===== src/rtl/pipe_stage_skid.sv =====
// pipe_stage_skid
//   Flow-controlled pipeline stage register with a two-entry skid buffer.
//   Entries leave in arrival order; in_ready, out_valid and count are flop
//   outputs, so neither handshake side sees a combinational ready path.
//
// Ports
//   CLK        clock, all state updates on the rising edge
//   Reset      synchronous active-high reset (priority over everything)
//   Flush      synchronous squash of all held entries
//   in_valid   upstream presents in_pc/in_ir
//   in_ready   stage can accept this cycle (registered)
//   in_pc      upstream PC
//   in_ir      upstream instruction/payload
//   out_valid  out_pc/out_ir hold a valid entry (registered)
//   out_ready  downstream accepts this cycle
//   out_pc     head entry PC
//   out_ir     head entry IR
//   count      number of held entries (0..2)
module pipe_stage_skid #(
  parameter int unsigned          PC_W   = 16,
  parameter int unsigned          IR_W   = 16,
  parameter logic [IR_W-1:0]      NOP_IR = '0
) (
  input  logic            CLK,
  input  logic            Reset,
  input  logic            Flush,
  input  logic            in_valid,
  output logic            in_ready,
  input  logic [PC_W-1:0] in_pc,
  input  logic [IR_W-1:0] in_ir,
  output logic            out_valid,
  input  logic            out_ready,
  output logic [PC_W-1:0] out_pc,
  output logic [IR_W-1:0] out_ir,
  output logic [1:0]      count
);

  typedef enum logic [1:0] {
    S_EMPTY = 2'd0,
    S_ONE   = 2'd1,
    S_FULL  = 2'd2
  } state_t;

  state_t state, state_nxt;

  logic            in_ready_q, out_valid_q;
  logic [1:0]      count_q;
  logic            in_ready_nxt, out_valid_nxt;
  logic [1:0]      count_nxt;

  logic [PC_W-1:0] main_pc, skid_pc;
  logic [IR_W-1:0] main_ir, skid_ir;

  logic            in_fire, out_fire;
  logic            load_main_in, load_main_skid, load_skid;

  assign in_fire  = in_valid & in_ready_q;
  assign out_fire = out_valid_q & out_ready;

  // State register; the handshake flags are registered copies decoded
  // from the next state so they never depend combinationally on inputs.
  always_ff @(posedge CLK) begin
    if (Reset) begin
      state       <= S_EMPTY;
      in_ready_q  <= 1'b1;
      out_valid_q <= 1'b0;
      count_q     <= 2'd0;
    end else begin
      state       <= state_nxt;
      in_ready_q  <= in_ready_nxt;
      out_valid_q <= out_valid_nxt;
      count_q     <= count_nxt;
    end
  end

  // Next-state and datapath load selection.
  always_comb begin
    state_nxt      = state;
    load_main_in   = 1'b0;
    load_main_skid = 1'b0;
    load_skid      = 1'b0;
    if (Flush) begin
      // Any same-cycle in_fire is dropped; an out_fire is simply consumed.
      state_nxt = S_EMPTY;
    end else begin
      case (state)
        S_EMPTY: begin
          if (in_fire) begin
            load_main_in = 1'b1;
            state_nxt    = S_ONE;
          end
        end
        S_ONE: begin
          if (in_fire && out_fire) begin
            load_main_in = 1'b1;
          end else if (out_fire) begin
            state_nxt = S_EMPTY;
          end else if (in_fire) begin
            load_skid = 1'b1;
            state_nxt = S_FULL;
          end
        end
        S_FULL: begin
          if (out_fire) begin
            load_main_skid = 1'b1;
            state_nxt      = S_ONE;
          end
        end
        default: state_nxt = S_EMPTY;
      endcase
    end
  end

  // Output decode of the next state, registered above.
  always_comb begin
    in_ready_nxt  = (state_nxt != S_FULL);
    out_valid_nxt = (state_nxt != S_EMPTY);
    case (state_nxt)
      S_ONE:   count_nxt = 2'd1;
      S_FULL:  count_nxt = 2'd2;
      default: count_nxt = 2'd0;
    endcase
  end

  // Main (head) register: cleared to the bubble on reset/flush, otherwise
  // reloaded only on an advance so out_* stays stable while held.
  always_ff @(posedge CLK) begin
    if (Reset || Flush) begin
      main_pc <= '0;
      main_ir <= NOP_IR;
    end else if (load_main_in) begin
      main_pc <= in_pc;
      main_ir <= in_ir;
    end else if (load_main_skid) begin
      main_pc <= skid_pc;
      main_ir <= skid_ir;
    end
  end

  // Skid register contents are only meaningful in FULL.
  always_ff @(posedge CLK) begin
    if (load_skid) begin
      skid_pc <= in_pc;
      skid_ir <= in_ir;
    end
  end

  assign in_ready  = in_ready_q;
  assign out_valid = out_valid_q;
  assign count     = count_q;
  assign out_pc    = main_pc;
  assign out_ir    = main_ir;

endmodule

===== config.mk =====
export PLATFORM = sky130hd
export DESIGN_NAME = pipe_stage_skid
export DESIGN_NICKNAME = d
export VERILOG_FILES = /design/src/rtl/pipe_stage_skid.sv
export SDC_FILE = /design/constraint.sdc
export NUM_CORES = 1
export LEC_CHECK = 0
export CORE_MARGIN = 5
export CORE_UTILIZATION = 50
export CTS_CLUSTER_DIAMETER = 100
export DETAILED_ROUTE_END_ITERATION = 6
export GPL_ROUTABILITY_DRIVEN = 1
export GPL_TIMING_DRIVEN = 0
export PLACE_DENSITY = 0.79
export SYNTH_ARGS = -nofsm -noshare
export SYNTH_HDL_FRONTEND = slang
export SYNTH_SLANG_ARGS = --single-unit

===== constraint.sdc =====
create_clock -name CLK -period 8.1 [get_ports CLK]
set_clock_uncertainty 0.2 [all_clocks]
set_input_delay 1.62 -clock CLK [delete_from_list [all_inputs] [get_ports CLK]]
set_output_delay 1.62 -clock CLK [all_outputs]
set_load 0.005 [all_outputs]

Word level (Yosys, flattened, before mapping). Cells that the tools add are included.

Add/subtract/negate cells: 0. Multiply operators: 0. Div/mod/pow operators: 0. Magnitude comparators: 0. Equal/unequal tests: 5. Shifts and indexed selects: 0. Multiplexer cells: 23. Bitwise gates (word level): 2. Reduce and logical (&&, ||, !) cells: 5.

Operators with widths (count): two-way mux 16 bit (4); two-way mux 2 bit (6); two-way mux 1 bit (10); one-hot mux 2 bit (3 select lines) (1); == test 2 x 1 -> 1 bit, second input constant (2); == test 2 bit, second input constant (2); one-hot mux 2 bit (2 select lines) (1); nonzero test 2 bit (2); bitwise AND 1 bit (2); logical NOT 2 bit (1); != test 2 bit, second input constant (1); one-hot mux 1 bit (2 select lines) (1); logical AND 1 bit (1); logical OR 1 bit (1).

Flip-flop bits (word level): 70. Bits in latches: 0. RAM bits: 0. Bits in read-only memories: 0. Word-level logic and storage cells: 43. Memories: 0.

Longest topological paths before layout. Gate-level depths: netlist of the first run.

Depth after elaboration: 8. Mapped depth: 6. Depth with buffers taken out: 3.

Worst setup path after synthesis of the first run. OpenSTA, ideal clock, no wires.

Path kind: input to register. Start point: input port Flush. End point: register skid_ir[0], enable pin. Library setup time: 0.421 ns. Arrival: 3.603 ns. Slack: 3.876 ns. Stages: 4. Path buffers: 2. Cell sequence: nand4bb_1 -> buf_2 -> dlygate4sd1_1 -> nor2_1.

Word-level cells in the longest chain between the ends: 1.

RTL lines: from (decl) (line 26) `input logic Flush,`; two-way mux 1 bit (line 82) `if (Flush) begin`; net load_skid (line 55) `logic load_main_in, load_main_skid, load_skid;`; to (signal assigned) (line 144) `skid_ir <= in_ir;`; to (decl) (line 52) `logic [IR_W-1:0] main_ir, skid_ir;`.

The timed path passes the listed nets, and every way through them passes these cells. A chain may end at the register's enable or synchronous reset.

Worst setup path in the final report of the first run.
Start point: input port in_valid. End point: register skid_ir[13], enable pin.

Word-level cells in the longest chain between the ends: 6. Elaborated cells between the ends (all ways): 7. Those cells by class: 5 x mux; 1 x bitwise; 1 x reduce/logical.

RTL lines: from (decl) (line 27) `input logic in_valid,`; bitwise AND 1 bit (*) (line 57) `assign in_fire = in_valid & in_ready_q;`; two-way mux 1 bit (line 98) `end else if (in_fire) begin`; two-way mux 1 bit (line 96) `end else if (out_fire) begin`; two-way mux 1 bit (*) (line 94) `if (in_fire && out_fire) begin`; two-way mux 1 bit (*) (line 86) `case (state)`; two-way mux 1 bit (*) (line 82); net load_skid (line 55).

The timed path passes the listed nets; every way through them passes the cells marked *.

==> results of run 1 <==
==> routing by layer <==
layer	global-route usage, %	vias to the layer above
li1	-	1146
met5	0	-
met4	7.69	0
met1	26.5	1215
met3	5.40	8
met2	32.5	85
==> worst reg2reg max path, stage by stage, from the launching register on <==
cell and delay [ps]:
dfxtp_1 410, nand4bb_1 110, buf_2 170, dlygate4sd1_1 390, nor2_4 790
==> power breakdown <==
part	internal, mW	switching (mW)
sequential	0.378	0.00463
clock	0.135	0.127
combinational	0.0443	0.0405
total	0.558	0.172
==> cells by family after synthesis <==
family                 share of synthesized area [%]
AO/OA/AOI/OAI                                   21.7
buffers and inverters                           7.44
flip-flops                                      55.9
multiplexers                                   0.366
AND/OR/NAND/NOR                                 14.5
==> placed cells by master (no fill, tap or decap), drive strengths merged, types with 2 or more instances in the layout <==
master	instances
or2	2
buf	15
clkinv	2
and4b	2
nor3	32
a311oi	32
nand2	2
edfxtp	32
o21ai	33
nand2b	2
dlygate4sd1	4
nand3b	2
nand3	32
nor3b	2
clkdlybuf4s50	72
clkbuf	22
dfxtp	38
==> cell usage after synthesis <==
| cell | number | area, um2 |
|---|---|---|
| nand3b_1 | 2 | 15.0 |
| nor3_1 | 32 | 160 |
| a21boi_2 | 1 | 11.3 |
| o21ai_1 | 1 | 5.00 |
| a21oi_1 | 1 | 5.00 |
| a311oi_2 | 29 | 435 |
| dlygate4sd1_1 | 4 | 35.0 |
| nand2b_1 | 2 | 12.5 |
| nand3_1 | 32 | 160 |
| inv_1 | 1 | 3.75 |
| a221oi_1 | 1 | 8.76 |
| buf_6 | 2 | 22.5 |
| or3b_1 | 1 | 8.76 |
| dfxtp_1 | 38 | 761 |
| buf_12 | 3 | 60.1 |
| or2_4 | 1 | 8.76 |
| o21ai_0 | 32 | 160 |
| nand4_1 | 1 | 6.26 |
| nand4bb_1 | 1 | 11.3 |
| mux2_2 | 1 | 11.3 |
| dlymetal6s2s_1 | 1 | 12.5 |
| nor2_1 | 1 | 3.75 |
| nand2_1 | 2 | 7.51 |
| nor3b_1 | 2 | 15.0 |
| a311oi_1 | 2 | 17.5 |
| clkbuf_2 | 1 | 5.00 |
| or2_1 | 1 | 6.26 |
| clkbuf_8 | 1 | 13.8 |
| clkbuf_1 | 7 | 26.3 |
| and4b_1 | 2 | 20.0 |
| and4bb_1 | 1 | 12.5 |
| buf_2 | 10 | 50.1 |
| edfxtp_1 | 32 | 961 |
| a311oi_4 | 1 | 26.3 |
==> state kept, by name (all words and copies together) (netlist names) <==
signal and cells:
skid_ir 16, out_pc 16, out_valid 1, out_ir 16, count 2, state 2, in_ready 1, skid_pc 16
==> through the flow <==
stage / hold slack [ps] / utilization (%) / cells
global route: 351 / 68.6 / 413
floorplan: 287 / - / 250
global placement: 291 / 65.4 / 397
detailed placement: 299 / 65.5 / 397
finish: 314 / 68.6 / 413
CTS: 311 / 68.6 / 413
==> cell type report <==
cell class / count / share of cell area, %
timing repair buffer: 72 / 17.6
inverter: 1 / 0.0918
clock inverter: 3 / 0.429
tap: 75 / 2.30
buffer: 29 / 5.51
multi-input combinational: 150 / 27.8
sequential: 70 / 42.1
clock buffer: 13 / 4.13
==> path summary, 6_finish.rpt <==
check / endpoint / depth (start not counted)
worst max-delay path: skid_ir[13]$_DFFE_PP_ / 5
worst max register to register: skid_ir[13]$_DFFE_PP_ / 4
worst min-delay path: out_ir[2]$_SDFFE_PP0P_ / 2
worst min register to register: out_ir[2]$_SDFFE_PP0P_ / 2
==> qor.csv, run 1 <==
metric,value,unit
status,"complete, no violations",
crit_path_start_kind,input port,
path_buf_inv,3,
arrival,3630,ps
gp_congestion,0.712,
die-area,7830,um2
worst_setup_path_end_kind,flip-flop,
r2r-start,in_ready$_SDFF_PP1_,
cpLargestDelayFamily,buffers and inverters,
initial_core_util,51.7,%
setup-violations-final,0,
fin_ws,4230,ps
num_vias,2454,
finalHoldViolCount,0,
dp_hpwl,5250,um
powerDensity,179,nW/um2
slew_violations,0,
wl,7670,um
wl_met1,3420,um
cellLeakagePower,1.27,nW
drt_pass1_iterations,4,
hold_start,out_ir[2]$_SDFFE_PP0P_,
grt_pass1_vias,2476,
core-area,5960,um2
cp.required,7860,ps
numCtsBuffers,9,
cts_sinks,70,
grt_max_degree,33,
max-slew-margin-rel,35.5,%
synth_nets,287,
antenna_found_initial,0,
final_net_count,370,
fp.dieW,88.5,um
rows,28,
synthToLayoutAreaGrowth,32.8,%
yosysUniqueCellTypes,34,
dr.max_layer_used,met4,
clockBufferDepth,2,
vias_per_cell,5.94,
drt_iter0_drc,155,
cts.htree.levels,3,
place_ws,3910,ps
ys_ff_latch,70,
seqCellArea,1720,um2
peakVddDrop,0.000107,V
worstPathMaxFanout,32,
design_area,4090,um2
cp_cell_sequence,"clkdlybuf4s50_1, nand4bb_1, buf_2, dlygate4sd1_1, nor2_4",
rsz0062_at_grt,false,
post_cts_buffers,0,
wl_met2,3660,um
drive_gt1_share,19.5,%
ys_warn_count,0,
wl_per_cell,18.6,um
postCtsHoldBufs,0,
antenna_cells,0,
seq_area_frac_synth,55.9,%
die_y,88.5,um
max_freq,259,MHz
cts_tree,yes,
cpMaxStageDelayCell,nor2_4,
crit_start,in_valid,
fill_cells,481,
multi_input_area,1140,um2
hold_path.class,reg -> reg,
drc,0,
max_stage_delay,790,ps
ant_nets,0,
wl_met3,502,um
grt_pass1_wl,12200,um
drv_cap,0,
placedInstanceArea,3900,um2
io_pins,73,
finalSetupTns,0,ps
worst_slew_pin_slew,965,ps
port_buffers,72,
path_clk_slew,70,ps
track_usage,20.3,%
path_class,in -> reg,
cts_resized,0,
rrSetupSlack,5640,ps
syn_area,3080,um2
syn_avg_cell_area,12.3,um2
worstSkewPairLatency,340,ps
power,730,uW
fin_crit_sh,47.8,%
netlist_instances,250,
grt.overflow.total,0,
period_minus_slack,3870,ps
cts-root-buf,clkbuf_8,
Power figures use the tool's default switching activity.
==> inputs of run 2 (changes only) <==
CORE_UTILIZATION = 45   (was 50)
PLACE_DENSITY = 0.75   (was 0.79)
clock period = 3.4 ns   (was 8.1 ns; I/O delays follow)
==> qor.csv, run 2 (synthesis results as in run 1) <==
metric,value,unit
status,"complete, no violations",
fin_crit_sh,87.2,%
cts-root-buf,clkbuf_8,
drt_iter0_drc,139,
max_freq,337,MHz
io_pins,73,
placedCellCount,402,
hold_path.class,reg -> reg,
ant_nets,0,
cellLeakagePower,1.27,nW
period_minus_slack,2960,ps
grt_pass1_vias,2494,
finalHoldViolCount,0,
path_class,in -> reg,
worstPathMaxFanout,32,
setup-violations-final,0,
rows,30,
grt_pass1_wl,12800,um
drt_pass1_iterations,5,
worstSkewPairLatency,340,ps
die-area,8600,um2
drc,0,
max-slew-margin-rel,35.4,%
fp.dieW,92.7,um
post_cts_buffers,0,
wl,7910,um
cts_resized,0,
holdWs,321,ps
drive_gt1_share,19.2,%
drv_cap,0,
numCtsBuffers,9,
initial_core_util,45.8,%
final_net_count,370,
clockBufferDepth,2,
powerDensity,432,nW/um2
cp.required,3160,ps
gp_congestion,0.750,
synthToLayoutAreaGrowth,33.2,%
power,1.77,mW
grt_max_degree,33,
cts_sinks,70,
crit_path_start_kind,input port,
dp_hpwl,5230,um
antenna_cells,0,
track_usage,19.2,%
peakVddDrop,0.000246,V
wl_per_cell,18.9,um
cts.htree.levels,3,
num_vias,2455,
die_y,92.7,um
path_clk_slew,70,ps
slew_violations,0,
grt.overflow.total,0,
stdcell_count,418,
arrival,2720,ps
core-area,6720,um2
worst_slew_pin_slew,967,ps
antenna_found_initial,0,
rsz0062_at_grt,false,
post-route-util,61.0,%
postCtsHoldBufs,0,
vias_per_cell,5.87,
fill_cells,554,
port_buffers,72,
worst_setup_path_end_kind,flip-flop,
cts_tree,yes,
layout_common_cells,"72 x clkdlybuf4s50_1, 38 x dfxtp_1",
final_common_cell,clkdlybuf4s50_1,
[run 2: cell type report]
class	count	area [um2]	share of cell area (%)
clock buffers	12	145	3.54
inverters	1	3.75	0.0915
multi-input cells	150	1140	27.7
flip-flops and latches	70	1720	42.0
clock inverters	4	47.5	1.16
well taps	80	100	2.44
repair buffers	72	721	17.6
plain buffers	29	225	5.49
[run 2: through the flow]
step	setup TNS (ps)	worst slack, ps	cell area [um2]
3_3_place_gp	-38330	-1200	3900
6_report	0	436	4100
5_1_grt	0	328	4100
4_1_cts	0	451	4100
3_5_place_dp	0	76.9	3910
2_1_floorplan	0	116	3080
[run 2: power by group]
group	switching (mW)	leakage, nW	internal [mW]
clock	0.301	0.0964	0.357
combinational	0.0974	0.574	0.106
sequential	0.0112	0.598	0.901
[run 2: worst paths after layout]
check / to / cells past startpoint / slack [ps] / start
hold / removal: out_ir[2]$_SDFFE_PP0P_ / 2 / 320 / out_ir[2]$_SDFFE_PP0P_
hold reg to reg: out_ir[2]$_SDFFE_PP0P_ / 2 / 320 / out_ir[2]$_SDFFE_PP0P_
setup reg to reg: skid_ir[6]$_DFFE_PP_ / 4 / 910 / state[1]$_SDFF_PP0_
setup / recovery: skid_ir[6]$_DFFE_PP_ / 5 / 440 / Flush
[run 2: per-layer routing]
metal  GRT usage, %  wire, um
met1           26.3      3580
met2           28.9      3760
met3           6.26       512
met4           5.74        55
met5              0         0
[run 2: worst max-delay path: stages]
cell and delay (ps):
clkdlybuf4s50_1 470, nand4bb_1 200, buf_2 180, dlygate4sd1_1 380, nor2_4 780
==> inputs of run 3 (changes only) <==
SETUP_SLACK_MARGIN = 0.2   (was not set)
==> qor.csv, run 3 (synthesis results as in run 1) <==
metric,value,unit
status,"complete, no violations",
hold_end,out_ir[2]$_SDFFE_PP0P_,
path_class,in -> reg,
placedCellCount,402,
cp.required,3160,ps
drive_gt1_share,19.0,%
hold_depth,2,
postCtsHoldBufs,0,
antenna_found_initial,0,
cts_sinks,70,
num_vias,2444,
grt.overflow.total,0,
peakVddDrop,0.000242,V
grt_max_degree,33,
powerDensity,424,nW/um2
clockBufferDepth,2,
final_common_cell,clkdlybuf4s50_1,
p_switching,404,uW
gp_congestion,0.785,
cpLargestDelayFamily,buffers and inverters,
hold_path.class,reg -> reg,
max_freq,337,MHz
fin_crit_sh,87.3,%
path_clk_slew,60,ps
fp.dieW,92.7,um
power,1.73,mW
io_pins,73,
max-slew-margin-rel,36.0,%
arrival,2730,ps
final_net_count,370,
worst_slew_pin_slew,958,ps
reg2reg_depth,4,
numCtsBuffers,9,
synthToLayoutAreaGrowth,32.7,%
drt_iter0_drc,127,
placedInstanceArea,3910,um2
comb_power_share,11.7,%
hold_start,out_ir[2]$_SDFFE_PP0P_,
die_y,92.7,um
grt_pass1_wl,13100,um
slew_violations,0,
initial_core_util,45.8,%
cts.htree.levels,3,
cts_resized,0,
cts-root-buf,clkbuf_8,
cp_cell_sequence,"clkdlybuf4s50_1, nand4bb_1, buf_2, dlygate4sd1_1, nor2_4",
path_buf_inv,3,
ant_nets,0,
place_ws,47.6,ps
finalSetupTns,0,ps
vias_per_cell,5.86,
drv_cap,0,
max_stage_delay,790,ps
fin_ws,433,ps
core-area,6720,um2
cpMaxStageDelayCell,nor2_4,
finalHoldViolCount,0,
die-area,8600,um2
grt_pass1_vias,2616,
cts_tree,yes,
rr_endpoint,skid_ir[13]$_DFFE_PP_,
wl_per_cell,18.9,um
period_minus_slack,2970,ps
port_buffers,72,
worst_setup_path_end_kind,flip-flop,
setup-violations-final,0,
rsz0062_at_grt,false,
wl,7870,um
pwr-share-clk,35.7,%
r2r-start,state[1]$_SDFF_PP0_,
antenna_cells,0,
stdcell_count,417,
cellLeakagePower,1.26,nW
layout_common_cells,"72 x clkdlybuf4s50_1, 38 x dfxtp_1",
worstSkewPairLatency,340,ps
crit_path_start_kind,input port,
drt_pass1_iterations,4,
rrSetupSlack,930,ps
design_area,4090,um2
worstPathMaxFanout,32,
power_frac_seq,52.6,%
drc,0,
post_cts_buffers,0,
dp_hpwl,5200,um
track_usage,19.5,%
intPower,1.33,mW
p_sw_share,23.3,%
rows,30,
-- run 3: area by class of cell --
type,instances,area (um2)
well taps,80,100
plain buffers,29,225
fillers,541,2630
clock buffers,14,173
flip-flops and latches,70,1720
repair buffers,72,721
clock inverters,1,5.00
inverters,1,3.75
multi-input cells,150,1140
-- run 3: metal layers --
metal | share of wire (%) | up-vias | wire length, um | global-route usage, %
li1 | - | 1148 | - | -
met1 | 45 | 1203 | 3540 | 25.2
met2 | 47 | 83 | 3720 | 30.9
met3 | 6.6 | 10 | 517 | 5.77
met4 | 1.1 | 0 | 89 | 7.33
met5 | 0 | - | 0 | 0
-- run 3: worst max-delay path by stage --
stage	endpoint	cells past startpoint	start
global placement	skid_pc[0]$_DFFE_PP_	5	Flush
detailed placement	skid_pc[0]$_DFFE_PP_	5	Flush
CTS	skid_pc[9]$_DFFE_PP_	5	Flush
global route	skid_ir[15]$_DFFE_PP_	5	Flush
floorplan	skid_ir[0]$_DFFE_PP_	4	Flush
finish	skid_ir[13]$_DFFE_PP_	5	Flush
-- run 3: power groups by stage --
| stage | clock network [mW] | registers (mW) | logic [mW] |
|---|---|---|---|
| detailed placement | 0 | 0.930 | 0.202 |
| global route | 0.667 | 0.913 | 0.217 |
| floorplan | 0 | 0.930 | 0.0959 |
| global placement | 0 | 0.930 | 0.199 |
| CTS | 0.628 | 0.911 | 0.203 |
| finish | 0.618 | 0.911 | 0.202 |
-- run 3: metrics by stage --
step / hold slack [ps] / util, %
2_1_floorplan: 287 / -
5_1_grt: 334 / 60.8
3_5_place_dp: 300 / 58.2
3_3_place_gp: 286 / 58.1
4_1_cts: 307 / 60.8
6_report: 301 / 60.8
-- run 3: worst min-delay path, cell delays in order (launching register included) --
cell and delay [ps]:
dfxtp_1 310, o21ai_0 60, a311oi_1 80
